File: src/rtl/ofm_res_write_sched_if.sv
// Bus bundle for ofm_res_write_sched.
// Carries the two producer streams (start/valid/data in, ready out), the shared
// memory write port, and the busy / frame_done status.
//   master : producer / memory side (drives start, valid, data)
//   slave  : the scheduler (drives ready, mem_wr_*, busy, frame_done)
interface ofm_res_write_sched_if #(
  parameter int WIDTH_DATA = 8,
  parameter int ADDR_W     = 9
);
  logic                  ofm_start;
  logic                  ofm_valid;
  logic                  ofm_data;
  logic                  ofm_ready;
  logic                  res_start;
  logic                  res_valid;
  logic [WIDTH_DATA-1:0] res_data;
  logic                  res_ready;
  logic                  mem_wr_en;
  logic                  mem_wr_sel;
  logic [ADDR_W-1:0]     mem_wr_addr;
  logic [WIDTH_DATA-1:0] mem_wr_data;
  logic                  busy;
  logic                  frame_done;

  modport master (
    output ofm_start, ofm_valid, ofm_data, res_start, res_valid, res_data,
    input  ofm_ready, res_ready, mem_wr_en, mem_wr_sel, mem_wr_addr,
           mem_wr_data, busy, frame_done
  );

  modport slave (
    input  ofm_start, ofm_valid, ofm_data, res_start, res_valid, res_data,
    output ofm_ready, res_ready, mem_wr_en, mem_wr_sel, mem_wr_addr,
           mem_wr_data, busy, frame_done
  );
endinterface

File: src/rtl/ofm_res_write_sched.sv
// Write scheduler sharing one OFM/residual memory write port between the OFM
// spike loader (stream 0) and the residual loader (stream 1).
// Each stream writes one DEPTH_F x DEPTH_F frame in raster order through its
// own address counter; round-robin arbitration on ties; frame_done pulses when
// both frames are written.
// Ports:
//   clk, rst_n : clock, asynchronous active-low reset
//   bus        : slave side of ofm_res_write_sched_if (streams, write port,
//                busy, frame_done)
module ofm_res_write_sched #(
  parameter int DEPTH_F    = 21,
  parameter int WIDTH_DATA = 8,
  parameter int ADDR_W     = 9
) (
  input  logic                  clk,
  input  logic                  rst_n,
  ofm_res_write_sched_if.slave  bus
);
  localparam int               N    = DEPTH_F * DEPTH_F;
  localparam logic [ADDR_W-1:0] LAST = ADDR_W'(N - 1);

  typedef enum logic [1:0] {IDLE, ACTIVE, FULL} st_t;

  st_t               st_q  [2];
  st_t               st_d  [2];
  logic [ADDR_W-1:0] cnt_q [2];
  logic [ADDR_W-1:0] cnt_d [2];
  logic [1:0]        start, valid, req, gnt, fin, full_n;
  logic              last_q, last_d;   // 0 = ofm granted last, 1 = res
  logic              done_d, busy_d;

  logic                  wr_en_q, wr_sel_q, done_q, busy_q;
  logic [ADDR_W-1:0]     wr_addr_q;
  logic [WIDTH_DATA-1:0] wr_data_q;

  assign start = {bus.res_start, bus.ofm_start};
  assign valid = {bus.res_valid, bus.ofm_valid};

  always_comb begin
    for (int i = 0; i < 2; i++) req[i] = (st_q[i] == ACTIVE) && valid[i];
    // On a tie the stream that did not win last time gets the port.
    gnt[0] = req[0] & (~req[1] | last_q);
    gnt[1] = req[1] & (~req[0] | ~last_q);
    for (int i = 0; i < 2; i++) begin
      fin[i]    = gnt[i] && (cnt_q[i] == LAST);
      full_n[i] = (st_q[i] == FULL) || fin[i];
    end
    // Both frames complete after this edge: release both streams at once.
    done_d = &full_n;
    for (int i = 0; i < 2; i++) begin
      st_d[i]  = st_q[i];
      cnt_d[i] = cnt_q[i];
      case (st_q[i])
        IDLE:   if (start[i]) begin
                  st_d[i]  = ACTIVE;
                  cnt_d[i] = '0;
                end
        ACTIVE: if (fin[i])      st_d[i]  = done_d ? IDLE : FULL;
                else if (gnt[i]) cnt_d[i] = cnt_q[i] + 1'b1;
        FULL:   if (done_d)      st_d[i]  = IDLE;
        default:                 st_d[i]  = IDLE;
      endcase
    end
    last_d = gnt[0] ? 1'b0 : (gnt[1] ? 1'b1 : last_q);
    busy_d = (st_d[0] != IDLE) || (st_d[1] != IDLE);
  end

  always_ff @(posedge clk or negedge rst_n) begin
    if (!rst_n) begin
      for (int i = 0; i < 2; i++) begin
        st_q[i]  <= IDLE;
        cnt_q[i] <= '0;
      end
      last_q    <= 1'b1;
      wr_en_q   <= 1'b0;
      wr_sel_q  <= 1'b0;
      wr_addr_q <= '0;
      wr_data_q <= '0;
      done_q    <= 1'b0;
      busy_q    <= 1'b0;
    end else begin
      for (int i = 0; i < 2; i++) begin
        st_q[i]  <= st_d[i];
        cnt_q[i] <= cnt_d[i];
      end
      last_q  <= last_d;
      wr_en_q <= |gnt;
      done_q  <= done_d;
      busy_q  <= busy_d;
      // Address/data/select hold their last values between writes.
      if (|gnt) begin
        wr_sel_q  <= gnt[1];
        wr_addr_q <= gnt[1] ? cnt_q[1] : cnt_q[0];
        wr_data_q <= gnt[1] ? bus.res_data
                            : {{(WIDTH_DATA-1){1'b0}}, bus.ofm_data};
      end
    end
  end

  assign bus.ofm_ready   = gnt[0];
  assign bus.res_ready   = gnt[1];
  assign bus.mem_wr_en   = wr_en_q;
  assign bus.mem_wr_sel  = wr_sel_q;
  assign bus.mem_wr_addr = wr_addr_q;
  assign bus.mem_wr_data = wr_data_q;
  assign bus.busy        = busy_q;
  assign bus.frame_done  = done_q;
endmodule

File: src/flat_wrapper.sv
// flat-port wrapper written by rule: the top's interface ports become plain ports
module ofm_res_write_sched_flat 
#(
  parameter int DEPTH_F    = 21,
  parameter int WIDTH_DATA = 8,
  parameter int ADDR_W     = 9
)
  (clk, rst_n, bus_ofm_start, bus_ofm_valid, bus_ofm_data, bus_res_start, bus_res_valid, bus_res_data, bus_ofm_ready, bus_res_ready, bus_mem_wr_en, bus_mem_wr_sel, bus_mem_wr_addr, bus_mem_wr_data, bus_busy, bus_frame_done);
  ofm_res_write_sched_if #(.WIDTH_DATA(WIDTH_DATA), .ADDR_W(ADDR_W)) bus_i ();
  input  logic clk;
  input  logic rst_n;
  input wire logic [$bits(bus_i.ofm_start)-1:0] bus_ofm_start;
  input wire logic [$bits(bus_i.ofm_valid)-1:0] bus_ofm_valid;
  input wire logic [$bits(bus_i.ofm_data)-1:0] bus_ofm_data;
  input wire logic [$bits(bus_i.res_start)-1:0] bus_res_start;
  input wire logic [$bits(bus_i.res_valid)-1:0] bus_res_valid;
  input wire logic [$bits(bus_i.res_data)-1:0] bus_res_data;
  output wire logic [$bits(bus_i.ofm_ready)-1:0] bus_ofm_ready;
  output wire logic [$bits(bus_i.res_ready)-1:0] bus_res_ready;
  output wire logic [$bits(bus_i.mem_wr_en)-1:0] bus_mem_wr_en;
  output wire logic [$bits(bus_i.mem_wr_sel)-1:0] bus_mem_wr_sel;
  output wire logic [$bits(bus_i.mem_wr_addr)-1:0] bus_mem_wr_addr;
  output wire logic [$bits(bus_i.mem_wr_data)-1:0] bus_mem_wr_data;
  output wire logic [$bits(bus_i.busy)-1:0] bus_busy;
  output wire logic [$bits(bus_i.frame_done)-1:0] bus_frame_done;
  assign bus_i.ofm_start = bus_ofm_start;
  assign bus_i.ofm_valid = bus_ofm_valid;
  assign bus_i.ofm_data = bus_ofm_data;
  assign bus_i.res_start = bus_res_start;
  assign bus_i.res_valid = bus_res_valid;
  assign bus_i.res_data = bus_res_data;
  assign bus_ofm_ready = bus_i.ofm_ready;
  assign bus_res_ready = bus_i.res_ready;
  assign bus_mem_wr_en = bus_i.mem_wr_en;
  assign bus_mem_wr_sel = bus_i.mem_wr_sel;
  assign bus_mem_wr_addr = bus_i.mem_wr_addr;
  assign bus_mem_wr_data = bus_i.mem_wr_data;
  assign bus_busy = bus_i.busy;
  assign bus_frame_done = bus_i.frame_done;
  ofm_res_write_sched #(.DEPTH_F(DEPTH_F), .WIDTH_DATA(WIDTH_DATA), .ADDR_W(ADDR_W)) u_core (.clk(clk), .rst_n(rst_n), .bus(bus_i));
endmodule
File: config.mk
export PLATFORM = sky130hd
export DESIGN_NAME = ofm_res_write_sched_flat
export DESIGN_NICKNAME = d
export VERILOG_FILES = /design/src/rtl/ofm_res_write_sched_if.sv /design/src/rtl/ofm_res_write_sched.sv /design/src/flat_wrapper.sv
export SDC_FILE = /design/constraint.sdc
export NUM_CORES = 1
export LEC_CHECK = 0
export BUFFER_PORTS_ARGS = -buffer_cell sky130_fd_sc_hd__buf_2
export CAP_MARGIN = 10
export CORE_MARGIN = 3
export CORE_UTILIZATION = 55
export CTS_BUF_LIST = sky130_fd_sc_hd__clkbuf_4 sky130_fd_sc_hd__clkbuf_8 sky130_fd_sc_hd__clkbuf_16
export CTS_CLUSTER_DIAMETER = 200
export DETAILED_ROUTE_END_ITERATION = 8
export PLACE_DENSITY_LB_ADDON = 0.12
export SLEW_MARGIN = 30
export SYNTH_ARGS = -nofsm -noshare
export SYNTH_HDL_FRONTEND = slang
export SYNTH_SLANG_ARGS = --single-unit
File: constraint.sdc
create_clock -name clk -period 3.8 [get_ports clk]
set_input_delay 0.38 -clock clk [delete_from_list [all_inputs] [get_ports clk]]
set_output_delay 0.38 -clock clk [all_outputs]
set_load 0.02 [all_outputs]
==> results of run 1 <==
area by class of cell:
class | count | area, sq um
clock buffer | 5 | 68.8
clock inverter | 3 | 42.5
fill | 288 | 1070
inverter | 15 | 56.3
multi-input combinational | 142 | 882
sequential | 44 | 1100
tap | 46 | 57.6
timing repair buffer | 37 | 188
stage by stage:
| step | instances | cell area [sq um] |
|---|---|---|
| after floorplan | 208 | 2070 |
| after global placement | 284 | 2280 |
| after detailed placement | 284 | 2280 |
| after CTS | 292 | 2390 |
| after global routing | 292 | 2400 |
| final | 292 | 2400 |
layer usage:
| metal | share of wire | wire [um] |
|---|---|---|
| met5 | 0 | 0 |
| met4 | 0.011 | 50 |
| met3 | 0.050 | 225 |
| met2 | 0.48 | 2160 |
| met1 | 0.45 | 2020 |
sequential cells by signal (all words and copies together) (netlist names):
signal / count
u_core.cnt_q: 18
u_core.bus.mem_wr_addr: 9
u_core.bus.mem_wr_data: 8
u_core.st_q: 4
u_core.bus.busy: 1
u_core.bus.frame_done: 1
u_core.bus.mem_wr_en: 1
u_core.bus.mem_wr_sel: 1
u_core.last_q: 1
layout by cell type (no fill, tap or decap), types with 4 or more instances in the layout:
master | Yosys | layout
a21oi_1 | 14 | 14
a22o_1 | 7 | 7
buf_2 | 4 | 36
clkbuf_8 | 0 | 5
dfrtp_1 | 43 | 43
ha_1 | 4 | 4
inv_1 | 14 | 14
nand2_1 | 16 | 16
nand3_1 | 7 | 7
nor2_1 | 20 | 20
o21ai_0 | 8 | 8
o22ai_1 | 10 | 10
o31ai_1 | 6 | 6
or3_1 | 6 | 6
or4_1 | 5 | 5
power breakdown:
group / total [mW] / leakage (nW) / internal (mW) / switching (mW)
Combinational: 0.296 / 0.524 / 0.115 / 0.181
Clock: 0.355 / 0.0541 / 0.194 / 0.161
Sequential: 0.660 / 0.544 / 0.559 / 0.100
Total: 1.31 / 1.12 / 0.869 / 0.442
kinds of logic (layout without fill, tap and decap cells):
logic type,count (synthesis),count (layout)
compound gates,61,61
buf+inv,22,60
simple gates,75,75
fa+ha+maj,4,4
xor+xnor,2,2
flops,44,44
worst max-delay path, stage by stage, from the launching register on:
cell and delay (ns):
dfrtp_1 0.45, nand3b_1 0.23, o21ai_2 0.49, o211ai_2 0.34
or4_1 0.57, a21oi_1 0.15
worst paths after layout:
| path | depth (start not counted) | startpoint | end |
|---|---|---|---|
| setup / recovery | 5 | u_core.st_q[1]$_DFF_PN0_ | u_core.cnt_q[16]$_DFFE_PN0P_ |
| max in group asynchronous | 1 | rst_n | u_core.bus.mem_wr_data[3]$_DFFE_PN0P_ |
| setup reg to reg | 5 | u_core.st_q[1]$_DFF_PN0_ | u_core.cnt_q[16]$_DFFE_PN0P_ |
| hold / removal | 1 | rst_n | u_core.bus.mem_wr_data[2]$_DFFE_PN0P_ |
| hold reg to reg | 2 | u_core.bus.mem_wr_sel$_DFFE_PN0P_ | u_core.bus.mem_wr_sel$_DFFE_PN0P_ |
| min in group clk | 2 | bus_res_data[2] | u_core.bus.mem_wr_data[2]$_DFFE_PN0P_ |
==> results.md, run 1 <==
- Top post-synthesis cells by area: dfrtp_1, nor2_1, a21oi_1
- Layout cells sized above 1: 0.215
- CP max FO: 16
- Initial Util: 0.597
- CTS tree: built
- ANT cells: 0
- RSZ-0062 raised after global routing: no
- Multiplexer area fraction after synthesis: 0
- Overall power: roughly 1.3 mW
- Setup WS post-layout: around 1.5 ns
- Sink Count: 44
- Via count of the first global-routing pass: ~1500
- Clock transition at path regs: approximately 0.09 ns
- Hold-fix buffers, CTS: 0
- Post-Synthesis Cells: 208
- GR Util met3: 0.0616
- DR pass1 iterations: 4
- Worst endpoint data arrival time: approximately 2.5 ns
- Syn-to-layout area delta: 15.7%
- Clk_skew: 0.00734 ns
- DP Worst Slack: ~1.5 ns
- Num rows: 21
- R2R setup slack: 1.51 ns
- Tmin final: roughly 2.3 ns
- Synth Register Bits: between 40 and 50
- Static leakage: between 1 and 1.5 nW
- WHS: 0.0624 ns
- Synth top cells by count: dfrtp_1, nor2_1, nand2_1
- CTS Buf Count: 5
- Fin crit share: 0.604
- H-tree depth: 2
- Worst endpoint required time: a little over 4 ns
- Compound-Gate Fraction of Synth Area: 0.199
- GRT Overall Usage: 0.219
- TNS Setup: 0 ns
- GR Util met2: 0.337
- Final Setup Violations: 0
- Slew headroom: 0.603
- DR WL/cell: 15.3 um
- Chip Width: between 60 and 70 um
- Final ANT Viol Nets: 0
- Crit path kind: flop to flop
- 1st-iter DRT viols: 189
- Avg Cell Area, Syn: roughly 10 sq um
- Ys async rst share: 1.00
- Post-DP HPWL: 3.20 mm
- GRT met1 Usage: 0.303
- Vias/cell: slightly below 6
- Max-cap check violation count: 0
- IO buf count: 37
- Final Max Slew Viols: 0
- GPL Wtd Cong: between 0.8 and 0.9
- Max VDD drop: between 0.0005 and 0.0006 V
- DRC: 0
- Register area share after synthesis: 0.532
- Status: finished, final reports clean
- Share of the synthesized area in the top cell type: 0.519
- Final core occ: 0.691
- Drt total wl: 4.46 mm
- Largest net degree at the start of global routing: 45
- Root Buffer: clkbuf_8
- Gr busiest metal: met2
- Clock buffer depth: 2
- Most numerous cell in the Yosys netlist: dfrtp_1
- Post-synth EDFFs: 0
- Worst slew pin tran: roughly 0.59 ns
- Chip height: slightly below 70 um
- Syn. warnings: 0
- Post-Synth Simple-Gate Area: 0.194
- Cell variety after synth: 45
- Power density cells: around 550 nW/um^2
- Vias after detailed routing: between 1500 and 2000
- Core ar.: roughly 3500 sq um
- Max frequency: between 400 and 500 MHz
- Initial antenna violation count: 0
- Worst-Skew Late Latency: about 0.30 ns
- Synthesized Nets: around 230
- Critical Path End Type: flop
- Post-Synth XOR/XNOR Area: 0.00845
- Post-CTS setup repair buffer count: 0
- Combinational family with the most area after synthesis: compound AO/OA/AOI/OAI gates
- Post-CTS Resized: 0
- Hold WC Path Type: input pin to async pin
- Die area: ~4500 sq um
- Post-synth top flop: dfrtp_1
- Boundary pin count: 38
- Cell taking the most area after synthesis: dfrtp_1
- First-pass GRT wire length: 7.45 mm
- Nets: 264
- Synthesized cell area: about 2100 sq um
- Crit path launch type: flop
- Adder-Cell Fraction of Synth Area: 0.0242
- Congestion Overflow GR: 0
- Fin. Hold Viols: 0
Note: power is estimated with default switching activity, not from simulation.
==> run 2: changes to the inputs <==
--- a/config.mk
+++ b/config.mk
@@ -5,6 +5,7 @@
 export SDC_FILE = /design/constraint.sdc
 export NUM_CORES = 1
 export LEC_CHECK = 0
+export ABC_AREA = 1
 export BUFFER_PORTS_ARGS = -buffer_cell sky130_fd_sc_hd__buf_2
 export CAP_MARGIN = 10
 export CORE_MARGIN = 3
==> constraint.sdc (replaced) <==
create_clock -name clk -period 2.3 [get_ports clk]
set_input_delay 0.23 -clock clk [delete_from_list [all_inputs] [get_ports clk]]
set_output_delay 0.23 -clock clk [all_outputs]
set_load 0.02 [all_outputs]
==> results.md, run 2 <==
- Max frequency: 513 MHz
- Final Setup Violations: 0 (unchanged)
- Sink Count: 44 (unchanged)
- Crit path launch type: flop
- Initial Util: 0.589 (-0.00817)
- Crit path kind: flop to output pin
- Post-synth EDFFs: 0 (unchanged)
- Post-DP HPWL: 3.72 mm (+16%)
- Share of the synthesized area in the top cell type: 0.444 (-0.0756)
- Hold WC Path Type: input pin to flop
- DR WL/cell: 12.7 um (-17%)
- Post-CTS Resized: 0 (unchanged)
- Ys async rst share: 1.00 (unchanged)
- Drt total wl: 4.89 mm (+9.5%)
- Num rows: 23 (+9.5%)
- Synthesized Nets: 315 (+39%)
- Initial antenna violation count: 0 (unchanged)
- CP max FO: 22 (+6)
- Worst endpoint data arrival time: 1.72 ns (-0.80 ns)
- Crit-path slowest cell: dfrtp_1
- Fin crit share: 0.847
- DRC: 0 (unchanged)
- Power density cells: 856 nW/um^2 (+56%)
- Placed Cells incl. Taps: 378 (+33%)
- Cell variety after synth: 33 (-27%)
- DR pass1 iterations: 4 (unchanged)
- H-tree depth: 2 (unchanged)
- Finished Layout Cells: 386 (+32%)
- Fin. Hold Viols: 0 (unchanged)
- Synth Register Bits: 44 (unchanged)
- Boundary pin count: 38 (unchanged)
- Status: finished, final reports clean
- Clock transition at path regs: 0.08 ns (about the same)
- Worst endpoint required time: 2.07 ns (-1.96 ns)
- First-pass GRT wire length: 8.34 mm (+12%)
- Static leakage: 1.43 nW (+27%)
- Clk_skew: 0.0122 ns (+0.00484 ns)
- CTS tree: built
- Largest register FFs: 18 (unchanged)
- Vias after detailed routing: 1981 (+16%)
- ANT cells: 0 (unchanged)
- Synthesized cell area: 2420 sq um (+17%)
- Buffers & Inverters on Critical Path: 3 (+3)
- Post-synth top flop: dfrtp_1
- GPL Wtd Cong: 0.892 (+9.9%)
- Syn-to-layout area delta: 12.3%
- Worst-Skew Late Latency: 0.29 ns (about the same)
- Tmin final: around 1.9 ns
- GRT Overall Usage: 0.199 (-0.0202)
- Synth top cells by count: nand2_1, dfrtp_1, inv_1, nand3_1, nor2_1
- Layout cells sized above 1: 0.232 (+0.0167)
- Chip Width: 72.4 um (+7.5%)
- Most common cell after layout, fill and taps aside: nand2_1
- Avg Cell Area, Syn: 8.19 sq um (-18%)
- Vias/cell: 5.13 (-12%)
- Slowest cell delay on critical path: 0.42 ns (-0.15 ns)
- Critical-path cell list: inv_2 -> nand2_4 -> nor2_8 -> nand2_4 -> inv_2 -> buf_2
- Clock buffer depth: 2 (unchanged)
- Largest register by flop count: u_core.cnt_q
- WHS: 0.147 ns (+0.0848 ns)
- Syn. warnings: 0 (unchanged)
- Most numerous cell in the Yosys netlist: nand2_1
- TNS Setup: 0 ns (unchanged)
- Area post-placement: 2630 sq um (+15%)
- RSZ-0062 raised after global routing: no
- Post-route cell area: 2720 sq um (+14%)
- Critical Path End Type: output pin
- Top post-synthesis cells by area: dfrtp_1, nand2_1, nand3_1
- Root Buffer: clkbuf_8
- Max VDD drop: 0.000551 V (+5.3%)
- IO buf count: 37 (unchanged)
- Largest net degree at the start of global routing: 28 (-38%)
- Slew headroom: 0.713 (+0.110)
- Post-Synthesis Cells: 296 (+42%)
- Die area: 5240 sq um (+15%)
- Nets: 355 (+34%)
- Final Max Slew Viols: 0 (unchanged)
- 1st-iter DRT viols: 90 (-52%)
- Delay-heaviest family, CP: buffers and inverters
- Commonest cells after routing, fill and taps aside: nand2_1, dfrtp_1, buf_2
- Final core occ: 0.662 (-0.0296)
- Congestion Overflow GR: 0 (unchanged)
- Core ar.: 4120 sq um (+19%)
- Chip height: 72.4 um (+7.5%)
- Register area share after synthesis: 0.455 (-0.0774)
- Via count of the first global-routing pass: 1786 (+16%)
- Max-cap check violation count: 0 (unchanged)
- Worst slew pin tran: 0.426 ns (-0.167 ns)
- Cell taking the most area after synthesis: dfrtp_1
- CTS Buf Count: 5 (unchanged)
- Final ANT Viol Nets: 0 (unchanged)
## run 2: changes by cell type after synthesis, moves of 9 or more
cell / delta
o21ai_2: +9
nand2_1: +66
nand3_1: +23
o22ai_1: -10
inv_1: +16
a21oi_1: -10
o21ai_0: +11
## run 2: worst register-to-register path, cell delays in order (launching register included)
cell and delay (ns):
dfrtp_1 0.41, inv_1 0.11, ha_1 0.16, nand2_1 0.05
nor2_1 0.13, nand2_2 0.12, o21ai_2 0.32, inv_1 0.18
nand2_1 0.10, nand2_1 0.06
## run 2: area by class of cell
cell class	instances	area [sq um]
Sequential cell	44	1100
Inverter	34	128
Tap cell	50	62.6
Timing Repair Buffer	40	210
Clock inverter	1	5.00
Clock buffer	6	76.3
Fill cell	367	1390
Multi-Input combinational cell	211	1140
## run 2: final timing paths
check	startpoint	endpoint	slack (ns)	depth (start not counted)
max in group asynchronous	rst_n	u_core.last_q$_DFFE_PN1P_	1.17	3
min in group asynchronous	rst_n	u_core.bus.busy$_DFF_PN0_	0.41	2
min	bus_res_data[1]	u_core.bus.mem_wr_data[1]$_DFFE_PN0P_	0.15	3
max reg2reg	u_core.cnt_q[0]$_DFFE_PN0P_	u_core.cnt_q[8]$_DFFE_PN0P_	0.57	9
min reg2reg	u_core.bus.mem_wr_data[5]$_DFFE_PN0P_	u_core.bus.mem_wr_data[5]$_DFFE_PN0P_	0.50	2
max	u_core.st_q[1]$_DFF_PN0_	bus_res_ready	0.35	6
## run 2: report_power, final
part           switching [mW]  internal [mW]
Sequential              0.165          0.942
Combinational           0.485          0.276
Clock                   0.242          0.219
## run 2: cell families (layout without fill, tap and decap cells)
| group | count (synthesis) | count (layout) | synth area share |
|---|---|---|---|
| AOI/OAI and AO/OA | 43 | 43 | 0.108 |
| xor gates and xnor gates | 6 | 6 | 0.0217 |
| adders and majority gates | 4 | 4 | 0.0206 |
| buffers and inverters | 41 | 81 | 0.0758 |
| DFF | 44 | 44 | 0.455 |
| and+or+nand+nor | 158 | 158 | 0.319 |
## run 2: per-layer routing
metal  up-vias  wire, um  part of all wire  global-route usage
li1       1022         -                 -                   -
met2        51      2140              0.44               0.301
met1       906      2450              0.50               0.302
met4         0        23            0.0047              0.0430
met5         -         0                 0                   0
met3         2       277             0.057              0.0305
## run 2: through the flow
stage	worst slack, ns	power (mW)
3_5_place_dp	0.537	1.88
4_1_cts	0.322	2.34
2_1_floorplan	0.902	1.65
6_report	0.351	2.33
3_3_place_gp	0.568	1.87
5_1_grt	0.203	2.51
## run 2: what timing repair did
item                      4_1_cts  5_1_grt
hold endpoints to repair       19        0
buffers inserted                0        0
hold buffers                    1        0
==> run 3: changes to the inputs <==
==> constraint.sdc (replaced) <==
create_clock -name clk -period 2.02 [get_ports clk]
set_input_delay 0.202 -clock clk [delete_from_list [all_inputs] [get_ports clk]]
set_output_delay 0.202 -clock clk [all_outputs]
set_load 0.02 [all_outputs]
==> results.md, run 3 (synthesis gave the netlist of run 2 again) <==
- ANT cells: 0 (unchanged)
- Placed Cells incl. Taps: 378 (unchanged)
- Cells on worst reg2reg path: 9 (unchanged)
- Power density cells: 977 nW/um^2 (+14%)
- Crit path kind: flop to output pin
- Crit path launch type: flop
- DR WL/cell: 13.2 um (+4.6%)
- Clk_skew: 0.00480 ns (-0.00737 ns)
- Final ANT Viol Nets: 0 (unchanged)
- Worst endpoint required time: 1.82 ns (-0.25 ns)
- Post-CTS setup repair buffer count: 0 (unchanged)
- Crit path launch: u_core.st_q[0]$_DFF_PN0_
- First-pass GRT wire length: 9.14 mm (+9.6%)
- Initial antenna violation count: 0 (unchanged)
- Final Max Slew Viols: 0 (unchanged)
- RSZ-0062 raised after global routing: no
- Finished Layout Cells: 386 (unchanged)
- R2R Path End: u_core.cnt_q[5]$_DFFE_PN0P_
- CTS tree: built
- TNS Setup: 0 ns (unchanged)
- Fin crit share: 0.940
- Worst endpoint data arrival time: 1.70 ns (-0.02 ns)
- Worst-Skew Late Latency: 0.29 ns (about the same)
- Via count of the first global-routing pass: 2001 (+12%)
- Slew headroom: 0.787 (+0.0739)
- Worst Setup EP: bus_ofm_ready
- IO buf count: 37 (unchanged)
- Setup WS post-layout: 0.120 ns (-0.231 ns)
- Max frequency: around 530 MHz
- 1st-iter DRT viols: 109 (+21%)
- FF+latch area: 1100 sq um (unchanged)
- Largest net degree at the start of global routing: 45 (+61%)
- Num rows: 23 (unchanged)
- GPL Wtd Cong: 0.895 (+0.33%)
- Most common cell after layout, fill and taps aside: nand2_1
- Clock transition at path regs: 0.08 ns (about the same)
- Vias after detailed routing: 1977 (-0.20%)
- Chip height: 72.4 um (unchanged)
- Max-cap check violation count: 0 (unchanged)
- Status: finished, final reports clean
- Root Buffer: clkbuf_8
- Commonest cells after routing, fill and taps aside: nand2_1, dfrtp_1, buf_2
- CP max FO: 27 (+23%)
- R2R setup slack: 0.24 ns (-0.33 ns)
- Congestion Overflow GR: 0 (unchanged)
- Tmin final: ~1.9 ns
- Final Setup Violations: 0 (unchanged)
- Die area: 5240 sq um (unchanged)
- Chip Width: 72.4 um (unchanged)
- DR pass1 iterations: 4 (unchanged)
- Largest register FFs: 18 (unchanged)
- DRC: 0 (unchanged)
- DP Worst Slack: 0.136 ns (-0.401 ns)
- GRT Overall Usage: 0.221 (+0.0222)
- Worst slew pin tran: 0.317 ns (-0.110 ns)
- Layout cells sized above 1: 0.232 (unchanged)
- Hold WC Path Type: input pin to flop
- Core ar.: 4120 sq um (unchanged)
- Critical R2R Launch: u_core.cnt_q[0]$_DFFE_PN0P_
- Static leakage: 1.43 nW (+0.39%)
- Vias/cell: 5.12 (-0.20%)
- Nets: 355 (unchanged)
- Critical Path End Type: output pin
- Fillcell total: 354 (-3.5%)
- Max VDD drop: 0.000738 V (+34%)
- CTS Buf Count: 5 (unchanged)
- Sink Count: 44 (unchanged)
- Initial Util: 0.589 (unchanged)
- Fin. Hold Viols: 0 (unchanged)
- Clock buffer depth: 2 (unchanged)
- Multi-input gate area: 1150 sq um (+0.66%)
- Syn-to-layout area delta: 13.1%
- Boundary pin count: 38 (unchanged)
- Drt total wl: 5.11 mm (+4.6%)
- Largest register by flop count: u_core.cnt_q
- H-tree depth: 2 (unchanged)
- Post-DP HPWL: 3.79 mm (+1.9%)
[run 3: changes by cell type in the layout (fill, tap and decap cells not counted)]
cell     previous run  this run
buf_12              0         1
o21ai_4             0         1
o21ai_2            10         9
buf_4               2         1
[run 3: where the power goes]
part / internal, mW / switching [mW] / leakage (nW) / total [mW]
registers: 1.07 / 0.182 / 0.559 / 1.25
clock network: 0.249 / 0.287 / 0.0445 / 0.536
logic: 0.321 / 0.570 / 0.830 / 0.891
[run 3: final cells by class]
type                    count  share of cell area
multi-input cells         211               0.418
flip-flops and latches     44               0.402
clock buffers               6              0.0278
well taps                  50              0.0228
clock inverters             1             0.00182
inverters                  34              0.0465
repair buffers             40              0.0812
[run 3: worst min-delay path by stage]
stage	start	end	depth (start not counted)
floorplan	rst_n	u_core.bus.busy$_DFF_PN0_	0
global placement	rst_n	u_core.st_q[0]$_DFF_PN0_	2
detailed placement	rst_n	u_core.bus.busy$_DFF_PN0_	2
CTS	bus_res_data[1]	u_core.bus.mem_wr_data[1]$_DFFE_PN0P_	3
global route	bus_res_data[6]	u_core.bus.mem_wr_data[6]$_DFFE_PN0P_	3
finish	bus_res_data[1]	u_core.bus.mem_wr_data[1]$_DFFE_PN0P_	3
[run 3: layer usage]
| layer | GRT usage | up-vias | wire (um) |
|---|---|---|---|
| met5 | 0 | - | 0 |
| met4 | 0.0738 | 0 | 67 |
| met3 | 0.0443 | 7 | 288 |
| met2 | 0.348 | 52 | 2360 |
| met1 | 0.306 | 897 | 2390 |
| li1 | - | 1021 | - |
[run 3: per-stage QoR]
| stage | hold WS, ns | total power [mW] | instance area (sq um) | util |
|---|---|---|---|---|
| final | 0.106 | 2.68 | 2740 | 0.666 |
| after global routing | 0.121 | 2.87 | 2740 | 0.666 |
| after CTS | 0.100 | 2.70 | 2740 | 0.665 |
| after detailed placement | 0.202 | 2.16 | 2640 | 0.642 |
| after global placement | 0.197 | 2.13 | 2640 | 0.642 |
| after floorplan | -0.0936 | 1.88 | 2420 | - |
[run 3: worst max-delay path, cell delays in order (launching register included)]
cell     delay [ns]
dfrtp_1        0.43
inv_2          0.07
nor2_4         0.19
nand3_4        0.12
nand2_4        0.25
inv_1          0.14
buf_2          0.18
[run 3: timing repair]
action	in CTS	in global routing
hold buffers	1	0
hold endpoints to repair	43	0
gates resized for setup	0	1
endpoints found under the setup margin	0	5
